File: config.mk
export PLATFORM = sky130hd
export DESIGN_NAME = uart_frame_decoder_flat
export DESIGN_NICKNAME = d
export VERILOG_FILES = /design/src/rtl/uart_frame_decoder_if.sv /design/src/rtl/uart_frame_decoder.sv /design/src/flat_wrapper.sv
export SDC_FILE = /design/constraint.sdc
export NUM_CORES = 1
export LEC_CHECK = 0
export CORE_ASPECT_RATIO = 1.5
export CORE_MARGIN = 1.5
export CORE_UTILIZATION = 30
export DETAILED_ROUTE_END_ITERATION = 12
export SKIP_LAST_GASP = 1
export SLEW_MARGIN = 20
export SYNTH_ARGS = -nofsm -noshare
export SYNTH_HDL_FRONTEND = slang
export SYNTH_SLANG_ARGS = --single-unit
File: constraint.sdc
create_clock -name sys_clk -period 2.2 [get_ports sys_clk]
set_input_delay 0.55 -clock sys_clk [delete_from_list [all_inputs] [get_ports sys_clk]]
set_output_delay 0.55 -clock sys_clk [all_outputs]
set_load 0.05 [all_outputs]
File: src/rtl/uart_frame_decoder_if.sv
// rtl/uart_frame_decoder_if.sv - UART receiver byte handoff into the frame decoder
interface uart_frame_decoder_if;
  logic       rec_readyH;
  logic [7:0] rec_dataH;

  modport master (output rec_readyH, output rec_dataH);
  modport slave  (input  rec_readyH, input  rec_dataH);
endinterface

File: src/rtl/uart_frame_decoder.sv
// rtl/uart_frame_decoder.sv - sync-framed UART light-box decoder; CHECKSUM_EN adds an XOR check byte
// Outputs change only on a complete frame; stalled frames are dropped after TIMEOUT_CYCLES.
module uart_frame_decoder #(
  parameter int unsigned TIMEOUT_CYCLES = 50000,
  parameter logic [7:0]  SYNC_BYTE      = 8'hA5
) (
  input  logic                       sys_clk,
  input  logic                       sys_rst_l,
  uart_frame_decoder_if.slave        rx,
  output logic [3:0]                 box_1,
  output logic [3:0]                 box_2,
  output logic [3:0]                 box_3,
  output logic [7:0]                 leds,
  output logic                       frame_ok,
  output logic                       frame_err
);

  localparam int unsigned      CNT_W     = $clog2(TIMEOUT_CYCLES + 1);
  localparam logic [CNT_W-1:0] GAP_LIMIT = CNT_W'(TIMEOUT_CYCLES - 1);
  localparam logic [CNT_W-1:0] GAP_MAX   = {CNT_W{1'b1}};

`ifdef CHECKSUM_EN
  typedef enum logic [2:0] {IDLE, B1, B2, B3, CHK} state_t;
`else
  typedef enum logic [1:0] {IDLE, B1, B2, B3} state_t;
`endif

  state_t           state;
  state_t           state_nx;
  logic             rdy_q;
  logic             strobe;
  logic             timeout;
  logic             commit;
  logic             abort;
  logic [CNT_W-1:0] gap_cnt;
  logic [7:0]       sh_b1;
  logic [7:0]       commit_leds;
`ifdef CHECKSUM_EN
  logic [7:0]       sh_b2;
  logic [7:0]       sh_leds;
`else
  logic [3:0]       sh_b2;
`endif

  assign strobe  = rx.rec_readyH & ~rdy_q;
  // A strobe on the limit cycle clears the counter, so it must also mask the timeout.
  assign timeout = (state != IDLE) && !strobe && (gap_cnt == GAP_LIMIT);

`ifdef CHECKSUM_EN
  assign commit_leds = sh_leds;
`else
  assign commit_leds = rx.rec_dataH;
`endif

  always_ff @(posedge sys_clk or negedge sys_rst_l) begin
    if (!sys_rst_l) begin
      state <= IDLE;
    end else begin
      state <= state_nx;
    end
  end

  always_comb begin
    state_nx = state;
    case (state)
      IDLE: if (strobe && rx.rec_dataH == SYNC_BYTE) state_nx = B1;
      B1:   if (strobe) state_nx = B2;
      B2:   if (strobe) state_nx = B3;
`ifdef CHECKSUM_EN
      B3:   if (strobe) state_nx = CHK;
      CHK:  if (strobe) state_nx = IDLE;
`else
      B3:   if (strobe) state_nx = IDLE;
`endif
      default: state_nx = IDLE;
    endcase
    if (timeout) state_nx = IDLE;
  end

  always_comb begin
    commit = 1'b0;
    abort  = 1'b0;
    case (state)
`ifdef CHECKSUM_EN
      CHK: begin
        commit = strobe && (rx.rec_dataH == (sh_b1 ^ sh_b2 ^ sh_leds));
        abort  = strobe && (rx.rec_dataH != (sh_b1 ^ sh_b2 ^ sh_leds));
      end
`else
      B3: commit = strobe;
`endif
      default: ;
    endcase
    if (timeout) abort = 1'b1;
  end

  always_ff @(posedge sys_clk or negedge sys_rst_l) begin
    if (!sys_rst_l) begin
      rdy_q     <= 1'b0;
      gap_cnt   <= '0;
      sh_b1     <= '0;
      sh_b2     <= '0;
`ifdef CHECKSUM_EN
      sh_leds   <= '0;
`endif
      box_1     <= '0;
      box_2     <= '0;
      box_3     <= '0;
      leds      <= '0;
      frame_ok  <= 1'b0;
      frame_err <= 1'b0;
    end else begin
      rdy_q     <= rx.rec_readyH;
      frame_ok  <= commit;
      frame_err <= abort;

      if (state == IDLE || strobe) begin
        gap_cnt <= '0;
      end else if (gap_cnt != GAP_MAX) begin
        gap_cnt <= gap_cnt + 1'b1;
      end

      if (strobe) begin
        case (state)
          B1: sh_b1 <= rx.rec_dataH;
`ifdef CHECKSUM_EN
          B2: sh_b2   <= rx.rec_dataH;
          B3: sh_leds <= rx.rec_dataH;
`else
          B2: sh_b2 <= rx.rec_dataH[3:0];
`endif
          default: ;
        endcase
      end

      if (timeout) begin
        sh_b1   <= '0;
        sh_b2   <= '0;
`ifdef CHECKSUM_EN
        sh_leds <= '0;
`endif
      end

      if (commit) begin
        box_1 <= sh_b1[3:0];
        box_2 <= sh_b1[7:4];
        box_3 <= sh_b2[3:0];
        leds  <= commit_leds;
      end
    end
  end

endmodule

File: src/flat_wrapper.sv
// flat-port wrapper written by rule: the top's interface ports become plain ports
module uart_frame_decoder_flat 
#(
  parameter int unsigned TIMEOUT_CYCLES = 50000,
  parameter logic [7:0]  SYNC_BYTE      = 8'hA5
)
  (sys_clk, sys_rst_l, box_1, box_2, box_3, leds, frame_ok, frame_err, rx_rec_readyH, rx_rec_dataH);
  uart_frame_decoder_if rx_i ();
  input  logic sys_clk;
  input  logic sys_rst_l;
  output logic [3:0] box_1;
  output logic [3:0] box_2;
  output logic [3:0] box_3;
  output logic [7:0] leds;
  output logic frame_ok;
  output logic frame_err;
  input wire logic [$bits(rx_i.rec_readyH)-1:0] rx_rec_readyH;
  input wire logic [$bits(rx_i.rec_dataH)-1:0] rx_rec_dataH;
  assign rx_i.rec_readyH = rx_rec_readyH;
  assign rx_i.rec_dataH = rx_rec_dataH;
  uart_frame_decoder #(.TIMEOUT_CYCLES(TIMEOUT_CYCLES), .SYNC_BYTE(SYNC_BYTE)) u_core (.sys_clk(sys_clk), .sys_rst_l(sys_rst_l), .rx(rx_i), .box_1(box_1), .box_2(box_2), .box_3(box_3), .leds(leds), .frame_ok(frame_ok), .frame_err(frame_err));
endmodule
==> flow_metrics.env, run 1 <==
export IMPL_fp_row_count=41
export IMPL_layout_drive_gt1_share_pct=19.85
export IMPL_worst_clock_skew_ps=5.918
export IMPL_track_usage_pct=13.65
export IMPL_period_needed_ps=2034
export IMPL_clkPwrFrac_pct=18.4
export IMPL_die_area_um2=9082
export IMPL_via_per_inst=5.053
export IMPL_switching_share_pct=40.78
export IMPL_peakVddDrop_uv=795.8
export IMPL_grt_overflow=0
export IMPL_cts_hold_buf=0
export IMPL_h_tree_depth=2
export IMPL_final_hold_viol_count=0
export IMPL_die_h_um=116.0
export IMPL_path_max_fanout=2
export IMPL_cp_required_ps=1650
export IMPL_power_leakage_nw=1.477
export IMPL_min_path_type="in -> async"
export IMPL_gp_congestion=0.8095
export IMPL_synth_main_ff_cell="dfrtp_1"
export IMPL_outcome="finished clean"
export IMPL_syn_cell_area_um2=2552
export IMPL_yosysSeqAreaShare_pct=51.96
export IMPL_cts_resized=0
export IMPL_drcViolationCount=0
export IMPL_ys_warn_count=0
export IMPL_p_total_mw=4.158
export IMPL_die_w_um=78.32
export IMPL_firstDrtPassIters=4
export IMPL_ant_nets=0
export IMPL_numCtsBuffers=5
export IMPL_period_share_pct=92.46
export IMPL_diodes=0
export IMPL_worst_setup_path_start_kind="register"
export IMPL_cap_violations=0
export IMPL_drt_wl_total_mm=5.707
export IMPL_grt_pass1_vias=2003
export IMPL_final_cells=379
export IMPL_final_util_pct=38.95
export IMPL_worstSkewPairLatency_ps=290
export IMPL_netlist_area_leader_share_pct=51.96
export IMPL_worstPathArrival_ps=1480
export IMPL_post_drt_wl_per_cell_um=15.06
export IMPL_fin_nets=288
export IMPL_critical_path_cell_chain="clkdlybuf4s50_1"
export IMPL_synth_nets=242
export IMPL_grt_pass1_wl_mm=9.791
export IMPL_ff2ff_setup_slack_ps=370
export IMPL_mostFrequentLayoutCell="dfrtp_1"
export IMPL_slowest_stage="clkdlybuf4s50_1"
export IMPL_worst_pin_slew_ps=512.4
export IMPL_setup_viol=0
export IMPL_antenna_found_initial=0
export IMPL_fillers=834
export IMPL_clk_path_buf_depth=2
export IMPL_cts_root_buf="clkbuf_16"
export IMPL_synth_seq_cells=53
export IMPL_seqPwrFrac_pct=37.1
export IMPL_pin_count=33
export IMPL_switching_power_mw=1.696
export IMPL_syn_avg_cell_area_um2=11.34
export IMPL_grt_setup_unrepaired="no"
export IMPL_max_slew_margin_pct=65.73
export IMPL_yosysUniqueCellTypes=46
export IMPL_syn_to_final_growth_pct=26.81
export IMPL_grt_max_degree=42
export IMPL_cts_setup_buffers=0
export IMPL_vias=1915
export IMPL_max_freq_ghz=0.4916
export IMPL_drtIter0Drc=104
export IMPL_critPathKind="reg -> out"
export IMPL_synthTopCellsByArea="dfrtp_1 52%, mux2_2 8.8%, mux2i_1 4.7%, ha_1 2.9%, nor2_1 2.6%"
export IMPL_cpLargestDelayFamily="buffers and inverters"
export IMPL_cts_tree="done"
export IMPL_io_buffers=32
export IMPL_synthArstFlopShare_pct=100.0
export IMPL_clock_sinks=53
export IMPL_final_max_slew_viol_count=0
export IMPL_path_buf_inv=1
export IMPL_hpwl_mm=4.195
export IMPL_synth_edf_count=0
export IMPL_clk_pin_slew_ps=70
export IMPL_p_per_area_nw_per_um2=1285
export IMPL_worst_setup_path_end_kind="output port"
export IMPL_core_area_um2=8310
export IMPL_pwr_share_comb_pct=44.4
export IMPL_p_int_mw=2.462
export IMPL_max_stage_delay_ps=820
export IMPL_dp_cells=371
export IMPL_synth_top_area_cell="dfrtp_1"
export IMPL_synthCells=225
export IMPL_initial_core_util_pct=30.71
export IMPL_final_cell_mix="53 x dfrtp_1, 31 x clkdlybuf4s50_1, 20 x mux2_2, 18 x nor2_1, 16 x buf_4"
-- metrics by stage --
| stage | TNS [ps] | instance area (um^2) | setup WS, ps | hold WS [ps] |
|---|---|---|---|---|
| global placement | -94.27 | 3094 | -53.64 | 461.1 |
| detailed placement | -181.0 | 3094 | -124.5 | 466.4 |
| CTS | 0 | 3237 | 154.5 | 155.7 |
| finish | 0 | 3237 | 165.8 | 146.7 |
| floorplan | 0 | 2552 | 464.6 | 254.4 |
| global route | 0 | 3237 | 47.41 | 161.5 |
-- layout make-up --
class,instances,area (um^2),share of cell area [%]
clock inverter,3,17.52,0.5412
sequential,53,1326,40.97
tap,107,133.9,4.136
timing repair buffer,50,475.5,14.69
clock buffer,5,125.1,3.865
multi-input combinational,155,1136,35.10
inverter,6,22.52,0.6958
-- synth_stat cells (all sizes together) (2+ instances only) --
master	count
a211oi	3
a21oi	13
and3	3
buf	6
clkbuf	5
dfrtp	53
ha	6
inv	6
mux2	20
mux2i	12
nand2	11
nand2b	2
nand3	12
nand4	7
nor2	18
nor3	6
nor4	5
o211ai	4
o21ai	4
o31a	3
o31ai	2
or2	2
or3	4
or4	2
or4bb	2
-- logic make-up (layout without fill, tap and decap cells) --
family	count (synthesis)	after routing	synth area share [%]
fa+ha+maj	6	6	2.941
simple gates	80	80	18.24
mux	32	32	13.53
flops	53	53	51.96
compound gates	37	37	9.804
buf+inv	17	64	3.529
-- sequential cells by signal, summed over array words and instances, names as in the netlist --
name	flops
u_core.gap_cnt	16
u_core.leds	8
u_core.sh_b1	8
u_core.box_1	4
u_core.box_2	4
u_core.box_3	4
u_core.sh_b2	4
u_core.state	2
u_core.frame_err	1
u_core.frame_ok	1
u_core.rdy_q	1
-- power groups by stage --
stage          registers, mW  clock network (mW)  logic, mW
2_1_floorplan           2.13                   0      0.648
3_3_place_gp            1.55                   0       1.83
3_5_place_dp            1.56                   0       1.87
4_1_cts                 1.55               0.787       1.87
5_1_grt                 1.59               0.824       1.99
6_report                1.54               0.766       1.85
-- final timing paths --
check / startpoint / to / cells past startpoint
worst max-delay path: u_core.box_1[0]$_DFFE_PN0P_ / box_1[0] / 1
worst min-delay path: sys_rst_l / u_core.rdy_q$_DFF_PN0_ / 1
worst max register to register: u_core.gap_cnt[0]$_DFFE_PN0P_ / u_core.gap_cnt[12]$_DFFE_PN0P_ / 5
worst min register to register: u_core.box_2[0]$_DFFE_PN0P_ / u_core.box_2[0]$_DFFE_PN0P_ / 1
max in group asynchronous: sys_rst_l / u_core.gap_cnt[9]$_DFFE_PN0P_ / 2
min in group sys_clk: u_core.box_2[0]$_DFFE_PN0P_ / u_core.box_2[0]$_DFFE_PN0P_ / 1
-- routing by layer --
| metal | global-route usage [%] | wire length (um) |
|---|---|---|
| met1 | 15.54 | 2362 |
| met2 | 25.28 | 3095 |
| met3 | 2.835 | 164 |
| met5 | 0 | 0 |
| met4 | 4.524 | 85 |
(Power assumes the default switching activity.)
==> inputs of run 2 (changes only) <==
- ABC_AREA: unset -> 1
==> run 2 against run 1 <==
Net effect: synthesized cell count increased by 35%; synthesized area increased by 1.8%; total power about the same; flip-flop and latch count unchanged; sequential power decreased by 3%; largest power group unchanged.
==> flow_metrics.env, run 2 <==
export IMPL_outcome="finished clean"
export IMPL_fin_tns_setup_ps=0
export IMPL_place_ws_ps=88.03
export IMPL_synth_top_area_cell="dfrtp_1"
export IMPL_ff2ff_setup_slack_ps=540
export IMPL_synth_main_ff_cell="dfrtp_1"
export IMPL_reg2reg_from="u_core.state[0]$_DFFE_PN0P_"
export IMPL_cts_resized=0
export IMPL_grt_pass1_vias=2079
export IMPL_final_max_slew_viol_count=0
export IMPL_critical_path_cell_chain="clkdlybuf4s50_1"
export IMPL_syn_avg_cell_area_um2=8.544
export IMPL_setup_viol=0
export IMPL_yosysUniqueCellTypes=29
export IMPL_hpwl_mm=4.358
export IMPL_min_path_type="in -> async"
export IMPL_track_usage_pct=13.85
export IMPL_clock_sinks=53
export IMPL_path_max_fanout=2
export IMPL_cts_root_buf="clkbuf_16"
export IMPL_via_per_inst=4.589
export IMPL_synth_most_common_cell="nand2_1"
export IMPL_synthTopCellsByArea="dfrtp_1 51%, nand2_1 14%, nand3_1 6.7%, inv_1 3.9%, ha_1 2.9%"
export IMPL_cpLargestDelayFamily="buffers and inverters"
export IMPL_numCtsBuffers=5
export IMPL_die_w_um=78.98
export IMPL_cp_required_ps=1650
export IMPL_final_cell_mix="96 x nand2_1, 53 x dfrtp_1, 35 x nand3_1, 31 x clkdlybuf4s50_1, 27 x inv_1"
export IMPL_gp_congestion=0.8269
export IMPL_slowest_stage="clkdlybuf4s50_1"
export IMPL_grt_pass1_wl_mm=9.894
export IMPL_synth_edf_count=0
export IMPL_vias=2065
export IMPL_top_regs="u_core.gap_cnt (16), u_core.leds (8), u_core.sh_b1 (8)"
export IMPL_cts_tree="done"
export IMPL_cts_setup_buffers=0
export IMPL_max_stage_delay_ps=810
export IMPL_synthArstFlopShare_pct=100.0
export IMPL_reg2regPathDepth=9
export IMPL_initial_core_util_pct=30.87
export IMPL_critPathKind="reg -> out"
export IMPL_antenna_found_initial=0
export IMPL_core_area_um2=8413
export IMPL_drt_wl_total_mm=5.758
export IMPL_final_cells=450
export IMPL_layout_drive_gt1_share_pct=11.95
export IMPL_synthTopCellsByCount="96 x nand2_1, 53 x dfrtp_1, 35 x nand3_1"
export IMPL_clk_pin_slew_ps=70
export IMPL_drcViolationCount=0
export IMPL_final_hold_viol_count=0
export IMPL_synthCells=304
export IMPL_io_buffers=32
export IMPL_period_needed_ps=2039
export IMPL_grt_setup_unrepaired="no"
export IMPL_worstSkewPairLatency_ps=290
export IMPL_worst_setup_path_start_kind="register"
export IMPL_peakVddDrop_uv=396.5
export IMPL_yosysSeqAreaShare_pct=51.06
export IMPL_grt_overflow=0
export IMPL_grt_max_degree=34
export IMPL_fin_nets=359
export IMPL_die_area_um2=9237
export IMPL_worst_clock_skew_ps=3.456
export IMPL_fillers=889
export IMPL_top_register="u_core.gap_cnt"
export IMPL_synth_seq_cells=53
export IMPL_post_drt_wl_per_cell_um=12.80
export IMPL_rr_endpoint="u_core.state[0]$_DFFE_PN0P_"
export IMPL_path_buf_inv=1
export IMPL_period_share_pct=92.67
export IMPL_ant_nets=0
export IMPL_p_per_area_nw_per_um2=1277
export IMPL_max_slew_margin_pct=56.53
export IMPL_syn_cell_area_um2=2597
export IMPL_syn_to_final_growth_pct=25.39
export IMPL_worstPathArrival_ps=1490
export IMPL_clk_path_buf_depth=2
export IMPL_cap_violations=0
export IMPL_fp_row_count=41
export IMPL_seqCellArea_um2=1326
export IMPL_ys_warn_count=0
export IMPL_pin_count=33
export IMPL_power_leakage_nw=1.612
export IMPL_netlist_area_leader_share_pct=51.06
export IMPL_firstDrtPassIters=4
export IMPL_fin_ws_ps=161.2
export IMPL_synth_nets=321
export IMPL_mostFrequentLayoutCell="nand2_1"
export IMPL_cts_hold_buf=0
export IMPL_drtIter0Drc=92
export IMPL_die_h_um=117.0
export IMPL_multi_input_area_um2=1105
export IMPL_largest_reg_flops=16
export IMPL_worst_pin_slew_ps=651.3
export IMPL_dp_cells=442
export IMPL_h_tree_depth=2
export IMPL_worst_setup_path_end_kind="output port"
export IMPL_diodes=0
export IMPL_max_freq_ghz=0.4905
run 2: per-layer routing:
metal / up-vias / share of wire, % / track usage (%)
li1: 1053 / - / -
met1: 971 / 41 / 15.43
met2: 27 / 54 / 25.53
met3: 14 / 2.1 / 2.481
met4: 0 / 3.1 / 6.199
met5: - / 0 / 0
run 2: worst max-delay path by stage:
stage	startpoint	end	slack [ps]	depth (start not counted)
after detailed placement	rx_rec_readyH	u_core.state[0]$_DFFE_PN0P_	90	8
after floorplan	u_core.state[0]$_DFFE_PN0P_	u_core.state[0]$_DFFE_PN0P_	820	9
after global placement	rx_rec_readyH	u_core.state[0]$_DFFE_PN0P_	130	8
after CTS	u_core.box_1[0]$_DFFE_PN0P_	box_1[0]	160	1
after global routing	u_core.box_3[2]$_DFFE_PN0P_	box_3[2]	120	1
final	u_core.leds[0]$_DFFE_PN0P_	leds[0]	160	1
run 2: cells by family (layout without fill, tap and decap cells):
family          after synthesis  in the layout  synth area share, %
simple gates                181            181                33.62
xor+xnor                      1              1               0.3372
flops                        53             53                51.06
buf+inv                      37             76                6.407
compound gates               26             26                5.684
fa+ha+maj                     6              6                2.890
run 2: area by class of cell:
cell class	count	area share (%)
clock buffers	5	3.842
clock inverters	3	2.113
repair buffers	38	11.83
flip-flops and latches	53	40.72
multi-input cells	214	33.92
inverters	30	3.458
well taps	107	4.111
run 2: through the flow:
step / hold WS, ps / utilization [%] / area [um^2] / power, mW
after floorplan: 254.4 / - / 2597 / 2.599
final: 232.0 / 38.71 / 3257 / 4.158
after CTS: 240.7 / 38.71 / 3257 / 4.208
after global routing: 265.9 / 38.71 / 3257 / 4.432
after detailed placement: 464.3 / 36.41 / 3063 / 3.186
after global placement: 462.7 / 36.41 / 3063 / 3.155
run 2: report_power, final:
group	leakage [nW]	switching, mW	total, mW	internal, mW
Clock	0.0944	0.354	1.01	0.656
Combinational	0.823	1.08	1.65	0.574
Sequential	0.695	0.213	1.50	1.28
Total	1.61	1.64	4.16	2.51
